`src/rtl/vector_store_sequencer.sv`:
```
// Serialises a vector register into scalar bus writes for unit-stride and strided stores.
// One element per cycle (active or skipped), honouring vstart, vl, the v0 mask and SEW.
module vector_store_sequencer #(
  parameter int unsigned VLENB  = 16,
  parameter int unsigned ADDR_W = 32
) (
  input  logic                CLK,
  input  logic                RST,
  input  logic                req_valid,
  output logic                req_ready,
  input  logic [8*VLENB-1:0]  req_data,
  input  logic [ADDR_W-1:0]   req_base,
  input  logic [31:0]         req_stride,
  input  logic [1:0]          req_mop,
  input  logic [2:0]          req_sew,
  input  logic [4:0]          req_vl,
  input  logic [4:0]          req_vstart,
  input  logic                req_vm,
  input  logic [VLENB-1:0]    req_mask,
  output logic                dmem_wen,
  output logic [ADDR_W-1:0]   dmem_addr,
  output logic [31:0]         dmem_wdata,
  output logic [3:0]          dmem_byte_en,
  input  logic                dmem_busy,
  output logic                done,
  output logic                exception,
  output logic [1:0]          exc_cause,
  output logic [4:0]          fault_idx
);

  localparam logic [1:0] MOP_UNIT     = 2'b00;
  localparam logic [1:0] MOP_STRIDED  = 2'b10;
  localparam logic [2:0] SEW32        = 3'b010;
  localparam logic [1:0] CAUSE_NONE   = 2'b00;
  localparam logic [1:0] CAUSE_ILL    = 2'b01;
  localparam logic [1:0] CAUSE_MISAL  = 2'b10;
  localparam int unsigned IdxW        = $clog2(VLENB);

  typedef enum logic [1:0] {StIdle, StRun, StFinish} state_e;

  state_e              state_q, state_d;
  logic [8*VLENB-1:0]  data_q;
  logic [ADDR_W-1:0]   step_q;
  logic [1:0]          sew_q;
  logic [4:0]          vl_q;
  logic                vm_q;
  logic [VLENB-1:0]    mask_q;
  logic [4:0]          idx_q, idx_d;
  logic [ADDR_W-1:0]   addr_q, addr_d;
  logic [1:0]          cause_q, cause_d;
  logic [4:0]          fault_q, fault_d;
  logic                accept;

  // Request decode, only meaningful in StIdle.
  logic [31:0]         vl_lim;
  logic                illegal;
  logic [ADDR_W-1:0]   req_step;
  logic [ADDR_W-1:0]   start_addr;

  always_comb begin
    vl_lim     = VLENB >> req_sew;
    illegal    = ((req_mop != MOP_UNIT) && (req_mop != MOP_STRIDED)) ||
                 (req_sew > SEW32) || (32'(req_vl) > vl_lim);
    req_step   = (req_mop == MOP_STRIDED) ? ADDR_W'(req_stride) : ADDR_W'(32'd1 << req_sew);
    start_addr = req_base + req_step * ADDR_W'(req_vstart);
  end

  // Element datapath from registered state only.
  logic [1:0]  lane;
  logic [31:0] bit_off;
  logic [31:0] elem_mask;
  logic [31:0] elem;
  logic [3:0]  be_base;
  logic        misaligned;
  logic        active;
  logic        wr;

  always_comb begin
    lane    = addr_q[1:0];
    bit_off = (32'(idx_q) << sew_q) << 3;
    unique case (sew_q)
      2'd0: begin
        elem_mask  = 32'h0000_00ff;
        be_base    = 4'b0001;
        misaligned = 1'b0;
      end
      2'd1: begin
        elem_mask  = 32'h0000_ffff;
        be_base    = 4'b0011;
        misaligned = addr_q[0];
      end
      default: begin
        elem_mask  = 32'hffff_ffff;
        be_base    = 4'b1111;
        misaligned = (addr_q[1:0] != 2'b00);
      end
    endcase
    elem   = 32'(data_q >> bit_off) & elem_mask;
    active = vm_q | mask_q[idx_q[IdxW-1:0]];
    wr     = (state_q == StRun) && active && !misaligned;
  end

  always_comb begin
    dmem_wen     = wr;
    dmem_addr    = wr ? addr_q : '0;
    dmem_wdata   = wr ? (elem << {lane, 3'b000}) : '0;
    dmem_byte_en = wr ? (be_base << lane) : '0;
    req_ready    = (state_q == StIdle);
    done         = (state_q == StFinish) && (cause_q == CAUSE_NONE);
    exception    = (state_q == StFinish) && (cause_q != CAUSE_NONE);
    exc_cause    = cause_q;
    fault_idx    = fault_q;
  end

  always_comb begin
    state_d = state_q;
    idx_d   = idx_q;
    addr_d  = addr_q;
    cause_d = cause_q;
    fault_d = fault_q;
    accept  = 1'b0;
    unique case (state_q)
      StIdle: begin
        if (req_valid) begin
          accept  = 1'b1;
          idx_d   = req_vstart;
          addr_d  = start_addr;
          cause_d = CAUSE_NONE;
          fault_d = '0;
          if (illegal) begin
            state_d = StFinish;
            cause_d = CAUSE_ILL;
            fault_d = req_vstart;
          end else if (req_vstart >= req_vl) begin
            state_d = StFinish;
          end else begin
            state_d = StRun;
          end
        end
      end
      StRun: begin
        if (active && misaligned) begin
          state_d = StFinish;
          cause_d = CAUSE_MISAL;
          fault_d = idx_q;
        end else if (!active || !dmem_busy) begin
          idx_d  = idx_q + 5'd1;
          addr_d = addr_q + step_q;
          if ((idx_q + 5'd1) == vl_q) begin
            state_d = StFinish;
          end
        end
      end
      StFinish: state_d = StIdle;
      default:  state_d = StIdle;
    endcase
  end

  always_ff @(posedge CLK or posedge RST) begin
    if (RST) begin
      state_q <= StIdle;
      idx_q   <= '0;
      addr_q  <= '0;
      cause_q <= '0;
      fault_q <= '0;
    end else begin
      state_q <= state_d;
      idx_q   <= idx_d;
      addr_q  <= addr_d;
      cause_q <= cause_d;
      fault_q <= fault_d;
    end
  end

  always_ff @(posedge CLK or posedge RST) begin
    if (RST) begin
      data_q <= '0;
      step_q <= '0;
      sew_q  <= '0;
      vl_q   <= '0;
      vm_q   <= 1'b0;
      mask_q <= '0;
    end else if (accept) begin
      data_q <= req_data;
      step_q <= req_step;
      sew_q  <= req_sew[1:0];
      vl_q   <= req_vl;
      vm_q   <= req_vm;
      mask_q <= req_mask;
    end
  end

endmodule

```
`config.mk`:
```
export PLATFORM = sky130hd
export DESIGN_NAME = vector_store_sequencer
export DESIGN_NICKNAME = d
export VERILOG_FILES = /design/src/rtl/vector_store_sequencer.sv
export SDC_FILE = /design/constraint.sdc
export NUM_CORES = 1
export LEC_CHECK = 0
export CELL_PAD_IN_SITES_DETAIL_PLACEMENT = 1
export CELL_PAD_IN_SITES_GLOBAL_PLACEMENT = 2
export CORE_ASPECT_RATIO = 0.7
export CORE_UTILIZATION = 33
export CTS_CLUSTER_SIZE = 12
export DETAILED_ROUTE_END_ITERATION = 6
export PLACE_DENSITY = 0.87
export SLEW_MARGIN = 20
export SYNTH_ARGS = -nofsm -noshare
export SYNTH_HDL_FRONTEND = slang
export SYNTH_SLANG_ARGS = --single-unit
```
`constraint.sdc`:
```
create_clock -name CLK -period 9.3 [get_ports CLK]
set_clock_uncertainty 0.1 [all_clocks]
set_input_delay 1.86 -clock CLK [delete_from_list [all_inputs] [get_ports CLK]]
set_output_delay 1.86 -clock CLK [all_outputs]
set_load 0.02 [all_outputs]
```
==> results.toml, run 1 <==
[run_status]
status = "finished, final reports clean"

[floorplanning]
coreArea_um2 = 58800
boundaryPins = 307
row_count = 74
dieArea_um2 = 61000
die_h_um = 207
initial_core_util = 0.337
die_x_um = 295

[run]
cap_viol_max_count = 0

[timing]
hold_violations = 0
fin_tns_setup_ns = 0
setup_viol = 0
grt_setup_unrepaired = "no"
period_share = 0.832
tightest_slew_ns = 1.23
min_period_ns = 7.74
drv_slew = 0
relSlewSlack = 0.170
clock.fmax_ghz = 0.129

[drt]
drc = 0
first_pass_iters = 5
wl_per_cell_um = 23.5
viasPerCell = 5.41
routed_wl_um = 79900
vias = 18423
ant_nets = 0
drtIter0Drc = 1285

[cts]
cts.clk_slew.worst_paths_ns = 0.07
cts_resized = 0
cts_made_buffers = 27
cts_tree = "done"
cts_setup_buffers = 0
cts.sinks = 230
clock_latency_ns = 0.59
clockBufferDepth = 3
cts-htree-levels = 1
cts_root_buf = "clkbuf_16"
ctsHoldBuffers = 0

[finish]
n_fill_cell = 6919
area_growth_pct = 23.1
drive_gt1_frac = 0.0541
nets = 3003

[power]
power_frac_comb = 0.533
powerDensity_nw_per_um2 = 250
swShare = 0.475
net-switching-power_uw = 2890
p_clk_frac = 0.187
leakage_uw = 0.0114
p_total_uw = 6080
internal_power_uw = 3190
power_frac_seq = 0.281
vdd.ir_drop.worst_mv = 0.225

[yosys]
synthFlopType = "dfrtp_1"
syn_inst = 2367
yosysTopAreaCellShare = 0.291
syn_area_um2 = 19800
yosysMostFrequentCell = "nand2_1"
syn-mean-instance-area_um2 = 8.36
synth_fp_nets = 2786
synth.yosys.seq_area_share = 0.291
yosysUniqueCellTypes = 63
synth_seq_cells = 230
synthTopCellsByArea = "dfrtp_1 29%, nand2_1 13%, fa_1 12%, mux4_2 5.1%, ha_1 4.9%"
yosysWarnings = 0
async_reset_ff_frac = 1.00
yosysTopAreaCell = "dfrtp_1"
synth_edf_count = 0
synth_common_cells = "686 x nand2_1, 230 x dfrtp_1, 135 x and3_1"

[placement]
numPortBuffers = 306
dp_hpwl_um = 60900
gp_congestion = 0.971

[worst_setup_path]
max_stage_delay_ns = 0.56
cp-start-kind = "primary input"
worstSetupPathType = "primary input to flip-flop"
end_kind = "flip-flop"
r2r_slack_ns = 4.71
worstPathArrival_ns = 8.11
cpMostUsedCell = "o21ai_0"
crit_family = "compound AO/OA/AOI/OAI gates"
worstPathCellList = "clkdlybuf4s50_1 > nor2b_4 > nor2_1 > a22oi_1 > nor2b_1 > fa_1 > fa_1 > inv_1 > fa_1 > inv_1 > ha_1 > a21oi_1 > o21ai_0 > a221oi_1 > a21oi_1 > o21ai_0 > o31a_1 > o21ai_0 > xnor2_1 > mux2i_1 > o21ai_0"
crit_buf_inv = 3
critPathSlowestCell = "a22oi_1"
path_max_fanout = 18
required_ns = 9.67

[grt]
antenna_found_initial = 2
grt_pass1_vias = 19382
grt_use_total = 0.262
grt_max_degree = 109
grt_pass1_wl_um = 121000
grt_overflow = 0

[hold_path]
min_path_type = "flip-flop to flip-flop"
## cell usage in the layout (no fill, tap or decap), types with 10 or more instances in the layout
cell type and instances:
a31oi_1 18, nand2b_1 27, a21o_1 28, inv_1 101
o21bai_1 10, buf_4 31, xnor2_1 49, and2_1 43
a22oi_1 17, a21oi_1 96, clkdlybuf4s50_1 305, mux4_2 45
xor2_1 19, dfrtp_1 230, o21ai_0 114, a211oi_1 57
nor2b_1 33, nor2_1 90, fa_1 114, a221oi_1 14
clkbuf_16 27, and3_1 135, nand2_1 685, ha_1 77
mux2i_1 51, nand3_1 38, nor3_1 31
## worst min-delay path, delay by kind of cell, from the launching register on
family        cells  cell delay (ns)
simple gates      2             0.10
flops             1             0.34
## path summary, 6_finish.rpt
| path | from | to | cells after the start |
|---|---|---|---|
| max in group asynchronous | RST | step_q[28] | 3 |
| max reg2reg | addr_q[0] | addr_q[30] | 13 |
| min in group asynchronous | RST | data_q[83] | 2 |
| max | req_mop[0] | addr_q[29] | 21 |
| min reg2reg | vm_q | vm_q | 2 |
| min | vm_q | vm_q | 2 |
## power groups by stage
| stage | sequential, uW | combinational (uW) | clock, uW |
|---|---|---|---|
| global route | 1740 | 3530 | 1200 |
| global placement | 1690 | 3060 | 0 |
| CTS | 1700 | 3190 | 1170 |
| finish | 1710 | 3240 | 1140 |
| floorplan | 1510 | 2200 | 0 |
| detailed placement | 1710 | 3160 | 0 |
## cell type report
class	instances	area, um2	area share
Clock inverter	9	125	0.00513
Clock buffer	40	774	0.0318
Antenna cell	1	2.50	0.000103
Inverter	102	390	0.0160
Multi-Input combinational cell	1886	13000	0.535
Timing Repair Buffer	337	3290	0.135
Tap cell	798	998	0.0410
Sequential cell	230	5760	0.236
## flip-flops by register name, indices dropped and copies added (netlist names)
name / cells
data_q: 128
addr_q: 32
step_q: 32
mask_q: 16
fault_idx: 5
idx_q: 5
vl_q: 5
exc_cause: 2
sew_q: 2
state_q: 2
vm_q: 1
## per-layer routing
metal  routed length, um  vias to the layer above  global-route usage
li1                    -                     8463                   -
met1               39200                     9326               0.397
met2               34200                      529               0.389
met3                4820                      103              0.0427
met4                1710                        2              0.0571
met5                  11                        -                   0
## logic make-up after synthesis
logic type | share of synthesized area
xor gates and xnor gates | 0.0301
adders and majority gates | 0.164
AOI/OAI and AO/OA | 0.134
DFF | 0.291
buffers and inverters | 0.0532
and+or+nand+nor | 0.250
muxes | 0.0776
## metrics by stage
step | util | worst slack (ns) | area, um2 | hold WS (ns) | instances
after floorplan | - | 1.04 | 19800 | 0.338 | 2367
after global placement | 0.399 | 0.977 | 23500 | 0.353 | 3353
after detailed placement | 0.399 | 1.09 | 23500 | 0.359 | 3353
after CTS | 0.414 | 1.63 | 24400 | 0.375 | 3402
after global routing | 0.415 | 1.18 | 24400 | 0.380 | 3403
final | 0.415 | 1.56 | 24400 | 0.371 | 3403
Note: power is estimated with default switching activity, not from simulation.
==> inputs of run 2 (changes only) <==
==> constraint.sdc (replaced) <==
create_clock -name CLK -period 7.4 [get_ports CLK]
set_clock_uncertainty 0.1 [all_clocks]
set_input_delay 1.48 -clock CLK [delete_from_list [all_inputs] [get_ports CLK]]
set_output_delay 1.48 -clock CLK [all_outputs]
set_load 0.02 [all_outputs]
==> results.toml, run 2 (same netlist as run 1, synthesis figures left out) <==
[run_status]
status = "finished, final reports clean"

[floorplanning]
initial_core_util = 0.337
dieArea_um2 = 61000
die_x_um = 295
row_count = 74
boundaryPins = 307
coreArea_um2 = 58800
die_h_um = 207

[worst_setup_path]
end_kind = "flip-flop"
worstSetupPathType = "primary input to flip-flop"
worstPathArrival_ns = 7.32
reg2regPathDepth = 13
cp-start-kind = "primary input"
path_max_fanout = 18
rr_endpoint = "addr_q[30]"
r2r-start = "addr_q[1]"
r2r_slack_ns = 2.91
required_ns = 7.78

[drt]
drc = 0
drtIter0Drc = 1751
wl_per_cell_um = 23.1
first_pass_iters = 5
routed_wl_um = 79500
ant_nets = 0
vias = 18631
viasPerCell = 5.42

[finish]
area_growth_pct = 24.9
final_common_cell = "nand2_1"
n_fill_cell = 6810
drive_gt1_frac = 0.0649
nets = 3032
seqCellArea_um2 = 5760
multi_input_area_um2 = 13000
reg_top3 = "data_q: 128 flops, addr_q: 32 flops, step_q: 32 flops"
largest_register = "data_q"
largest_reg_flops = 128
postLayoutCoreUtil = 0.421
final_cell_mix = "685 x nand2_1, 306 x clkdlybuf4s50_1, 230 x dfrtp_1"

[power]
vdd.ir_drop.worst_mv = 0.166
powerDensity_nw_per_um2 = 314
leakage_uw = 0.0116

[cts]
cts.clk_slew.worst_paths_ns = 0.06
cts_made_buffers = 27
cts_tree = "done"
cts_root_buf = "clkbuf_16"
clock_latency_ns = 0.57
clockBufferDepth = 3
cts.sinks = 230
cts-htree-levels = 1
ctsHoldBuffers = 0

[timing]
hold_violations = 0
tightest_slew_ns = 1.05
grt_setup_unrepaired = "no"
drv_slew = 0
relSlewSlack = 0.293
min_period_ns = 6.94
clock.fmax_ghz = 0.144
period_share = 0.938
setup_viol = 0
fin_tns_setup_ns = 0

[grt]
met2_usage = 0.377
gr-max-usage-layer = "met1"
met3_usage = 0.0425
grt_max_degree = 151
grt_util_met1 = 0.403
grt_overflow = 0
grt_use_total = 0.261
grt_pass1_wl_um = 121000
grt_pass1_vias = 19416
antenna_found_initial = 4

[hold_path]
holdPathEnd = "mask_q[13]"
min_path_type = "flip-flop to flip-flop"
hp-start = "mask_q[13]"
holdPathStages = 2

[placement]
dp_hpwl_um = 61500
gp_congestion = 0.969
numPortBuffers = 306

[run]
cap_viol_max_count = 0
[run 2: cell types whose count changed in the layout (fill, tap and decap cells not counted), sizes merged]
| cell | previous run | this run |
|---|---|---|
| diode | 1 | 4 |
| clkdlybuf4s50 | 305 | 306 |
| bufinv | 2 | 4 |
| inv | 105 | 102 |
| clkbuf | 40 | 38 |
| clkinv | 2 | 5 |
| buf | 32 | 60 |
[run 2: worst max-delay path by stage]
stage | start | to
after global routing | req_mop[0] | addr_q[30]
after floorplan | req_mop[1] | addr_q[30]
final | req_mop[1] | addr_q[30]
after detailed placement | req_mop[0] | addr_q[30]
after CTS | req_mop[1] | addr_q[30]
after global placement | req_mop[1] | addr_q[30]
[run 2: where the power goes]
part / total (uW) / internal, uW / switching [uW] / leakage (uW)
registers: 2130 / 1650 / 485 / 0.00286
logic: 4170 / 1640 / 2530 / 0.00828
clock network: 1450 / 865 / 588 / 0.000462
[run 2: layout make-up]
cell class / count / area share
Clock inverter: 11 / 0.00729
Timing Repair Buffer: 366 / 0.145
Multi-Input combinational cell: 1886 / 0.527
Tap cell: 798 / 0.0404
Inverter: 102 / 0.0156
Clock buffer: 38 / 0.0310
Sequential cell: 230 / 0.233
Antenna cell: 4 / 0.000405
[run 2: metrics by stage]
stage	setup slack [ns]	power (uW)	cell area (um2)	cells	hold slack, ns
floorplan	0.883	4660	19800	2367	0.338
global placement	-0.0328	6090	23800	3382	0.353
detailed placement	-0.145	6220	23800	3382	0.367
CTS	0.437	7720	24700	3431	0.382
global route	0.0896	8260	24700	3433	0.410
finish	0.457	7760	24700	3435	0.376
[run 2: worst max-delay path, cell delays in order]
cell	delay (ns)
clkdlybuf4s50_1	0.46
nor2b_4	0.37
nor2_1	0.11
a21oi_1	0.57
nand2b_1	0.22
fa_1	0.46
fa_1	0.46
fa_1	0.50
inv_1	0.06
ha_1	0.36
a211oi_1	0.11
o21ai_0	0.33
nand3_1	0.26
a211oi_1	0.30
buf_4	0.18
nor3_1	0.06
o31ai_1	0.38
a21o_1	0.18
a21oi_1	0.08
xor2_1	0.16
a221oi_2	0.23
[run 2: repair_timing]
action,in CTS,in global routing
buffers inserted,0,0
endpoints found under the hold margin,0,0
setup endpoints to repair,0,2
resized for setup,0,1
[run 2: layer usage]
layer  up-vias  share of wire
li1       8537              -
met1      9467           0.50
met2       535           0.42
met3        92          0.064
met4         0          0.022
met5         -              0
==> inputs of run 3 (changes only) <==
--- a/config.mk
+++ b/config.mk
@@ -12,6 +12,7 @@
 export CTS_CLUSTER_SIZE = 12
 export DETAILED_ROUTE_END_ITERATION = 6
 export PLACE_DENSITY = 0.87
+export SKIP_CTS_REPAIR_TIMING = 1
 export SLEW_MARGIN = 20
 export SYNTH_ARGS = -nofsm -noshare
 export SYNTH_HDL_FRONTEND = slang
==> constraint.sdc (replaced) <==
create_clock -name CLK -period 6.9 [get_ports CLK]
set_clock_uncertainty 0.1 [all_clocks]
set_input_delay 1.38 -clock CLK [delete_from_list [all_inputs] [get_ports CLK]]
set_output_delay 1.38 -clock CLK [all_outputs]
set_load 0.02 [all_outputs]
==> results.toml, run 3 (same netlist as run 1, synthesis figures left out) <==
[run_status]
status = "finished, final reports clean"

[timing]
tightest_slew_ns = 1.10
drv_slew = 0
grt_setup_unrepaired = "no"
setup_viol = 0
period_share = 0.957
clock.fmax_ghz = 0.151
min_period_ns = 6.60
hold_violations = 0
relSlewSlack = 0.265

[hold_path]
min_path_type = "flip-flop to flip-flop"

[finish]
final_common_cell = "nand2_1"
nets = 3088
n_fill_cell = 6894
largest_register = "data_q"
drive_gt1_frac = 0.0867
area_growth_pct = 26.9
largest_reg_flops = 128
postLayoutCoreUtil = 0.427
reg_top3 = "data_q: 128 flops, addr_q: 32 flops, step_q: 32 flops"
instances_no_fill = 3489
final_cell_mix = "685 x nand2_1, 306 x clkdlybuf4s50_1, 230 x dfrtp_1"
finalInstanceArea_um2 = 25100

[grt]
grt_overflow = 0
antenna_found_initial = 6
grt_max_degree = 152
grt_pass1_wl_um = 122000
grt_use_total = 0.262
grt_pass1_vias = 20199

[cts]
cts_tree = "done"
clockBufferDepth = 3
cts_made_buffers = 27
cts.clk_slew.worst_paths_ns = 0.07
cts.sinks = 230
clock_latency_ns = 0.58
cts-htree-levels = 1
cts_root_buf = "clkbuf_16"

[drt]
routed_wl_um = 79500
drtIter0Drc = 1369
vias = 18807
first_pass_iters = 5
drc = 0
viasPerCell = 5.39
wl_per_cell_um = 22.8
ant_nets = 0

[worst_setup_path]
end_kind = "output port"
required_ns = 5.42
cp-start-kind = "flip-flop"
path_max_fanout = 18
worstPathArrival_ns = 5.12
worstSetupPathType = "flip-flop to output port"

[floorplanning]
die_h_um = 207
dieArea_um2 = 61000
die_x_um = 295
boundaryPins = 307
coreArea_um2 = 58800
initial_core_util = 0.337
row_count = 74

[placement]
dp_cells = 3438
gp_congestion = 1.04
postPlaceCellArea_um2 = 24200
numPortBuffers = 306
dp_hpwl_um = 61900

[power]
powerDensity_nw_per_um2 = 332
vdd.ir_drop.worst_mv = 0.220
leakage_uw = 0.0119

[run]
cap_viol_max_count = 0
## run 3: changes by cell type in the layout (fill, tap and decap cells not counted), sizes merged
cell    change
buf        +56
clkinv      +2
clkbuf      -2
inv         +1
bufinv      -2
diode       -1
## run 3: path summary, 6_finish.rpt
| kind | from | endpoint | slack [ns] | depth (start not counted) |
|---|---|---|---|---|
| min in group asynchronous | RST | addr_q[4] | 1.22 | 2 |
| max in group asynchronous | RST | addr_q[18] | 4.08 | 3 |
| setup / recovery | sew_q[1] | dmem_wdata[24] | 0.30 | 11 |
| setup reg to reg | addr_q[0] | addr_q[28] | 2.29 | 13 |
| hold reg to reg | vm_q | vm_q | 0.37 | 2 |
| hold / removal | vm_q | vm_q | 0.37 | 2 |
## run 3: metrics by stage
stage / power [uW] / hold slack (ns) / setup WS [ns] / TNS (ns)
finish: 8330 / 0.368 / 0.299 / 0
global placement: 6540 / 0.353 / -0.292 / -0.927
CTS: 8250 / 0.374 / 0.160 / 0
detailed placement: 6710 / 0.359 / -0.441 / -1.95
global route: 8850 / 0.402 / 0.0610 / 0
floorplan: 5000 / 0.338 / 0.483 / 0
## run 3: layer usage
metal,vias up,global-route usage,wire (um)
met3,70,0.0669,6430
met1,9566,0.378,37400
met5,-,0,7
met4,2,0.0454,1150
met2,533,0.397,34600
li1,8636,-,-
## run 3: cell type report
class                           count  area (um2)  share of cell area
Multi-Input combinational cell   1886       13100               0.520
Sequential cell                   230        5760               0.229
Timing Repair Buffer              422        4010               0.160
Tap cell                          798         998              0.0398
Clock buffer                       36         759              0.0302
Inverter                          102         387              0.0154
Clock inverter                     12         135             0.00538
Antenna cell                        3        7.51            0.000299
## run 3: power breakdown
part,total [uW],switching (uW),internal (uW)
Clock,1500,647,851
Combinational,4530,2710,1820
Sequential,2300,533,1770
Total,8330,3890,4440
## run 3: worst max-delay path, cell delays in order (launching register included)
cell             delay [ns]
dfrtp_1                0.71
mux2i_1                0.43
o21a_1                 0.73
buf_4                  0.44
nor2_1                 0.22
a211oi_1               0.64
nor3_1                 0.16
nand2_1                0.11
o21ai_0                0.08
a22oi_1                0.25
a211oi_1               0.17
clkdlybuf4s50_1        0.57
